File: src/rtl/crc_mem_pkg.sv
// Shared types and widths for the CRC memory request front-end.
package crc_mem_pkg;

    localparam int unsigned DATA_W  = 8;
    localparam int unsigned ADDR_W  = 4;
    localparam int unsigned FAULT_W = 4;
    localparam int unsigned BURST_W = 2;
    localparam int unsigned RETRY_W = 2;

    typedef enum logic [1:0] {
        IDLE  = 2'd0,
        ISSUE = 2'd1,
        WAIT  = 2'd2,
        RESP  = 2'd3
    } state_e;

    // Captured host request; also the source of the memory-side fields
    typedef struct packed {
        logic               write;
        logic [ADDR_W-1:0]  addr;
        logic [DATA_W-1:0]  wdata;
        logic               fault_en;
        logic [FAULT_W-1:0] fault_addr;
        logic [BURST_W-1:0] burst_len;
    } mem_req_t;

endpackage

File: src/rtl/crc_sat_counter.sv
// Saturating up-counter with synchronous clear taking priority over increment.
module crc_sat_counter #(
    parameter int unsigned W = 16
) (
    input  logic         clk,
    input  logic         rst,
    input  logic         inc_i,
    input  logic         clr_i,
    output logic [W-1:0] count_o
);

    logic [W-1:0] count_q;

    // Count up on inc, hold at all-ones, clear wins
    always_ff @(posedge clk) begin
        if (rst || clr_i) begin
            count_q <= '0;
        end else if (inc_i && (count_q != {W{1'b1}})) begin
            count_q <= count_q + W'(1);
        end
    end

    assign count_o = count_q;

endmodule

File: src/rtl/crc_mem_req_ctrl.sv
// Host request front-end for crc_code_faulty_memory: issues one memory pulse
// per attempt, retries CRC-errored reads, times out silent operations and
// returns exactly one response per request.
module crc_mem_req_ctrl
    import crc_mem_pkg::*;
#(
    parameter int unsigned MAX_RETRY = 2,
    parameter int unsigned TIMEOUT   = 32,
    parameter int unsigned ERR_CNT_W = 16
) (
    input  logic                 clk,
    input  logic                 rst,
    input  logic                 req_valid,
    output logic                 req_ready,
    input  logic                 req_write,
    input  logic [ADDR_W-1:0]    req_addr,
    input  logic [DATA_W-1:0]    req_wdata,
    input  logic                 req_fault_en,
    input  logic [FAULT_W-1:0]   req_fault_addr,
    input  logic [BURST_W-1:0]   req_burst_len,
    output logic                 rsp_valid,
    input  logic                 rsp_ready,
    output logic [DATA_W-1:0]    rsp_data,
    output logic                 rsp_error,
    output logic                 rsp_timeout,
    output logic [RETRY_W-1:0]   rsp_retries,
    output logic                 mem_write,
    output logic                 mem_read,
    output logic [DATA_W-1:0]    mem_data_in,
    output logic [ADDR_W-1:0]    mem_addr_in,
    output logic [FAULT_W-1:0]   mem_fault_addr,
    output logic [BURST_W-1:0]   mem_burst_len,
    output logic                 mem_fault_enable,
    input  logic                 mem_write_busy,
    input  logic                 mem_read_busy,
    input  logic                 mem_data_valid,
    input  logic                 mem_error_detected,
    input  logic                 mem_completed,
    input  logic [DATA_W-1:0]    mem_data_out,
    input  logic                 clear_stats,
    output logic [ERR_CNT_W-1:0] err_count
);

    localparam int unsigned TMO_W = $clog2(TIMEOUT + 1);
    localparam logic [RETRY_W-1:0] MAX_RETRY_L = RETRY_W'(MAX_RETRY);
    localparam logic [TMO_W-1:0]   TIMEOUT_L   = TMO_W'(TIMEOUT);

    state_e             state_q;
    mem_req_t           req_q;
    logic [TMO_W-1:0]   tmo_q;
    logic [RETRY_W-1:0] retries_q;

    logic               rd_err_c;
    logic               err_inc_c;
    logic [TMO_W-1:0]   tmo_inc_c;

    // Accept only from IDLE while the memory is quiet
    assign req_ready = !rst && (state_q == IDLE) && !mem_write_busy && !mem_read_busy;

    // A read is bad on CRC mismatch or when no data came back with completion
    assign rd_err_c  = mem_error_detected | ~mem_data_valid;
    assign err_inc_c = (state_q == WAIT) && mem_completed && !req_q.write && rd_err_c;
    assign tmo_inc_c = tmo_q + TMO_W'(1);

    // Memory-side fields come straight from the captured request
    assign mem_data_in      = req_q.wdata;
    assign mem_addr_in      = req_q.addr;
    assign mem_fault_addr   = req_q.fault_addr;
    assign mem_burst_len    = req_q.burst_len;
    assign mem_fault_enable = req_q.fault_en;
    assign rsp_retries      = retries_q;

    // Request sequencing: accept, pulse, wait/retry/timeout, respond
    always_ff @(posedge clk) begin
        if (rst) begin
            state_q     <= IDLE;
            req_q       <= '0;
            tmo_q       <= '0;
            retries_q   <= '0;
            mem_write   <= 1'b0;
            mem_read    <= 1'b0;
            rsp_valid   <= 1'b0;
            rsp_data    <= '0;
            rsp_error   <= 1'b0;
            rsp_timeout <= 1'b0;
        end else begin
            mem_write <= 1'b0;
            mem_read  <= 1'b0;
            case (state_q)
                IDLE: begin
                    if (req_valid && req_ready) begin
                        req_q <= '{write:      req_write,
                                   addr:       req_addr,
                                   wdata:      req_wdata,
                                   fault_en:   req_fault_en,
                                   fault_addr: req_fault_addr,
                                   burst_len:  req_burst_len};
                        mem_write <= req_write;
                        mem_read  <= !req_write;
                        tmo_q     <= '0;
                        state_q   <= ISSUE;
                    end
                end
                ISSUE: begin
                    // Counter is zero during the pulse cycle, so it tracks cycles since issue
                    tmo_q   <= tmo_inc_c;
                    state_q <= WAIT;
                end
                WAIT: begin
                    tmo_q <= tmo_inc_c;
                    if (mem_completed) begin
                        if (req_q.write) begin
                            rsp_data  <= '0;
                            rsp_error <= 1'b0;
                            rsp_valid <= 1'b1;
                            state_q   <= RESP;
                        end else if (rd_err_c && (retries_q < MAX_RETRY_L)) begin
                            // Re-issue without injection so a clean read can succeed
                            retries_q      <= retries_q + RETRY_W'(1);
                            req_q.fault_en <= 1'b0;
                            mem_read       <= 1'b1;
                            tmo_q          <= '0;
                            state_q        <= ISSUE;
                        end else begin
                            rsp_data  <= mem_data_out;
                            rsp_error <= rd_err_c;
                            rsp_valid <= 1'b1;
                            state_q   <= RESP;
                        end
                    end else if (tmo_inc_c == TIMEOUT_L) begin
                        rsp_timeout <= 1'b1;
                        rsp_error   <= 1'b0;
                        rsp_data    <= '0;
                        rsp_valid   <= 1'b1;
                        state_q     <= RESP;
                    end
                end
                RESP: begin
                    if (rsp_ready) begin
                        rsp_valid   <= 1'b0;
                        rsp_timeout <= 1'b0;
                        retries_q   <= '0;
                        state_q     <= IDLE;
                    end
                end
                default: state_q <= IDLE;
            endcase
        end
    end

    // Errored read attempts, saturating
    crc_sat_counter #(
        .W (ERR_CNT_W)
    ) u_err_cnt (
        .clk     (clk),
        .rst     (rst),
        .inc_i   (err_inc_c),
        .clr_i   (clear_stats),
        .count_o (err_count)
    );

endmodule

File: config.mk
export PLATFORM = sky130hd
export DESIGN_NAME = crc_mem_req_ctrl
export DESIGN_NICKNAME = d
export VERILOG_FILES = /design/src/rtl/crc_mem_pkg.sv /design/src/rtl/crc_sat_counter.sv /design/src/rtl/crc_mem_req_ctrl.sv
export SDC_FILE = /design/constraint.sdc
export NUM_CORES = 1
export LEC_CHECK = 0
export BUFFER_PORTS_ARGS = -buffer_cell sky130_fd_sc_hd__clkbuf_2
export CAP_MARGIN = 15
export CORE_MARGIN = 2
export CORE_UTILIZATION = 50
export DETAILED_ROUTE_END_ITERATION = 8
export PLACE_DENSITY = 0.79
export REMOVE_ABC_BUFFERS = 1
export SYNTH_ARGS = -nofsm -noshare
export SYNTH_HDL_FRONTEND = slang
export SYNTH_SLANG_ARGS = --single-unit
File: constraint.sdc
create_clock -name clk -period 4.39 [get_ports clk]
set_clock_uncertainty 0.1 [all_clocks]
set_input_delay 0.439 -clock clk [delete_from_list [all_inputs] [get_ports clk]]
set_output_delay 0.439 -clock clk [all_outputs]
set_load 0.005 [all_outputs]
==> metrics.txt <==
clk_lat worst skew=0.34 ns; Layout area overhead=20.9%; # diodes=0; Post-synth EDFFs=0; Post-Synthesis Cells=329; Setup Viol. Count Final=0; pwr dens=398 nW/µm²; part of the cycle the worst path needs=53.6%; RSZ-0062 raised after global routing=no; Setup WS pre-CTS=1.82 ns; layout cells sized above 1=28.0%; wire per inst=12.7 µm; commonest cells in the netlist=dfxtp_1 (59), nand2_1 (56), a21oi_1 (34), nor2_1 (24), buf_4 (18); Synthesis Warnings=0; Core Box Area=5410 µm²; count leader, synth=dfxtp_1; CTS tree=built; Setup crit start=state_q[0]; Pleak=0.00133 µW; cell taking the most area after synthesis=dfxtp_1; CTS Buffer Depth=2; via count of the first global-routing pass=2133; Max Slew Vio Count=0; I/O pins=89; die area=6140 µm²; die width=78.3 µm; Nets=445; top_reg_cell synth=dfxtp_1; Area contributors post-synth=dfxtp_1 (43%), nand2_1 (7.6%), a21oi_1 (6.2%); ys async rst share=0%; outcome=complete, no violations; min Tclk post-route=2.35 ns; Port Buffers=88; via count=2499; setup slack after layout=2.04 ns; r2r startpoint=state_q[0]; largest net degree at the start of global routing=42; routability congestion estimate=0.787; chip height=78.3 µm; slew of the pin with the lowest slew margin=1.03 ns; H-tree depth=3; Clock Root Buffer=clkbuf_8; hold_sp=req_wdata[5]; Post-CTS Resized=0; antenna violations before repair=0; final core utilization=61.8%; sequential fraction of the synthesis area=42.8%; number of remaining DRC errors=0; post-synth top area share=42.8%; first-pass GRT wire length=9.83 mm; Post-DP HPWL=4.29 mm; GRT Residual Overflow=0; Mean Syn Cell Area=8.40 µm²; Std-Cell Rows=27; relative slew slack=31.4%; vias per inst=5.25; remaining antenna violation count=0; Critical Path RT=4.52 ns; IR drop worst, VDD=0.189 mV; fill count=473; Final Hold Vio Count=0; crit path DAT=2.49 ns; Final Instance Area=3340 µm²; Pre-antenna DRT Iters=4; detailed router's first-iteration violation count=141; synthesized cell area=2760 µm²; Total Routing Usage GR=20.3%; synthesized flop and latch total=59; clk slew on worst S/H paths=0.07 ns; Routed WL=6.05 mm; Inserted Clock Buffers=9; post-CTS setup buffers=0; Hold WC Path Type=in2reg; Max FO, Critical Path=8; startpoint types=register; synth unique cells=52; max-cap viol count=0; fmax=425 MHz; critical path type=reg2reg; Starting Density=51.1%; Placed Area=3110 µm²; CP endpoint kind=register; accumulated negative setup slack=0 ns; cts hold-fix bufs=0; clock sinks=59
==> worst max-delay path: stages (launching register included) <==
cell and delay (ns):
dfxtp_1 0.35, inv_1 0.17, ha_1 0.36, inv_1 0.20
a31oi_1 0.45, a21oi_1 0.34, a22o_1 0.27
==> layout make-up <==
cell class              count  area [µm²]  share of cell area [%]
clock buffers              10         138                    4.12
multi-input cells         231        1370                    40.9
inverters                  10        37.5                    1.12
well taps                  72        90.1                    2.70
flip-flops and latches     59        1180                    35.4
repair buffers             88         440                    13.2
clock inverters             6        88.8                    2.66
==> kinds of logic (layout without fill, tap and decap cells) <==
group | count (synthesis) | in the layout | share of synthesized area [%]
muxes | 3 | 3 | 1.09
adders and majority gates | 8 | 8 | 3.62
DFF | 59 | 59 | 42.8
AOI/OAI and AO/OA | 74 | 74 | 16.4
buffers and inverters | 39 | 114 | 7.84
and+or+nand+nor | 135 | 135 | 24.8
xor gates and xnor gates | 11 | 11 | 3.49
==> registers in the layout, indices dropped and copies added (netlist names) <==
signal	count
mem_addr_in	4
mem_burst_len	2
mem_data_in	8
mem_fault_addr	4
mem_fault_enable	1
mem_read	1
mem_write	1
req_q	1
rsp_data	8
rsp_error	1
rsp_retries	2
rsp_timeout	1
rsp_valid	1
state_q	2
tmo_q	6
u_err_cnt.count_o	16
==> layer usage <==
metal	vias up	wire length (µm)	GRT usage (%)
met5	-	0	0
met4	0	99	9.30
met3	9	335	5.06
met2	75	2780	31.1
met1	1136	2840	26.9
li1	1279	-	-
==> where the power goes <==
part           total, µW  internal, µW  switching, µW
clock                557           334            222
combinational        202          78.1            124
sequential           571           555           16.1
==> worst paths after layout <==
check                                 endpoint  slack [ns]  cells past startpoint
worst max-delay path               rsp_data[6]        2.04                      6
worst min-delay path            mem_data_in[5]        0.21                      3
worst min register to register  mem_data_in[0]        0.36                      2
worst max register to register     rsp_data[6]        2.04                      6
==> cells in the final DEF, fill, tap and decap left out, drive strengths merged, types with 8 or more instances in the layout <==
cell    synthesis  routed
clkbuf          7      98
dfxtp          59      59
nand2          56      56
a21oi          35      35
nor2           24      24
nand3          13      13
o21ai          12      12
xnor2          11      11
inv            10      10
nor3            9       9
a22o            8       8
ha              8       8
==> through the flow <==
stage	total power, µW	instances	hold slack [ns]
6_report	1330	476	0.209
5_1_grt	1390	476	0.206
4_1_cts	1330	476	0.204
3_5_place_dp	782	460	0.347
3_3_place_gp	776	460	0.342
2_1_floorplan	712	300	0.326
Note: power is estimated with default switching activity, not from simulation.
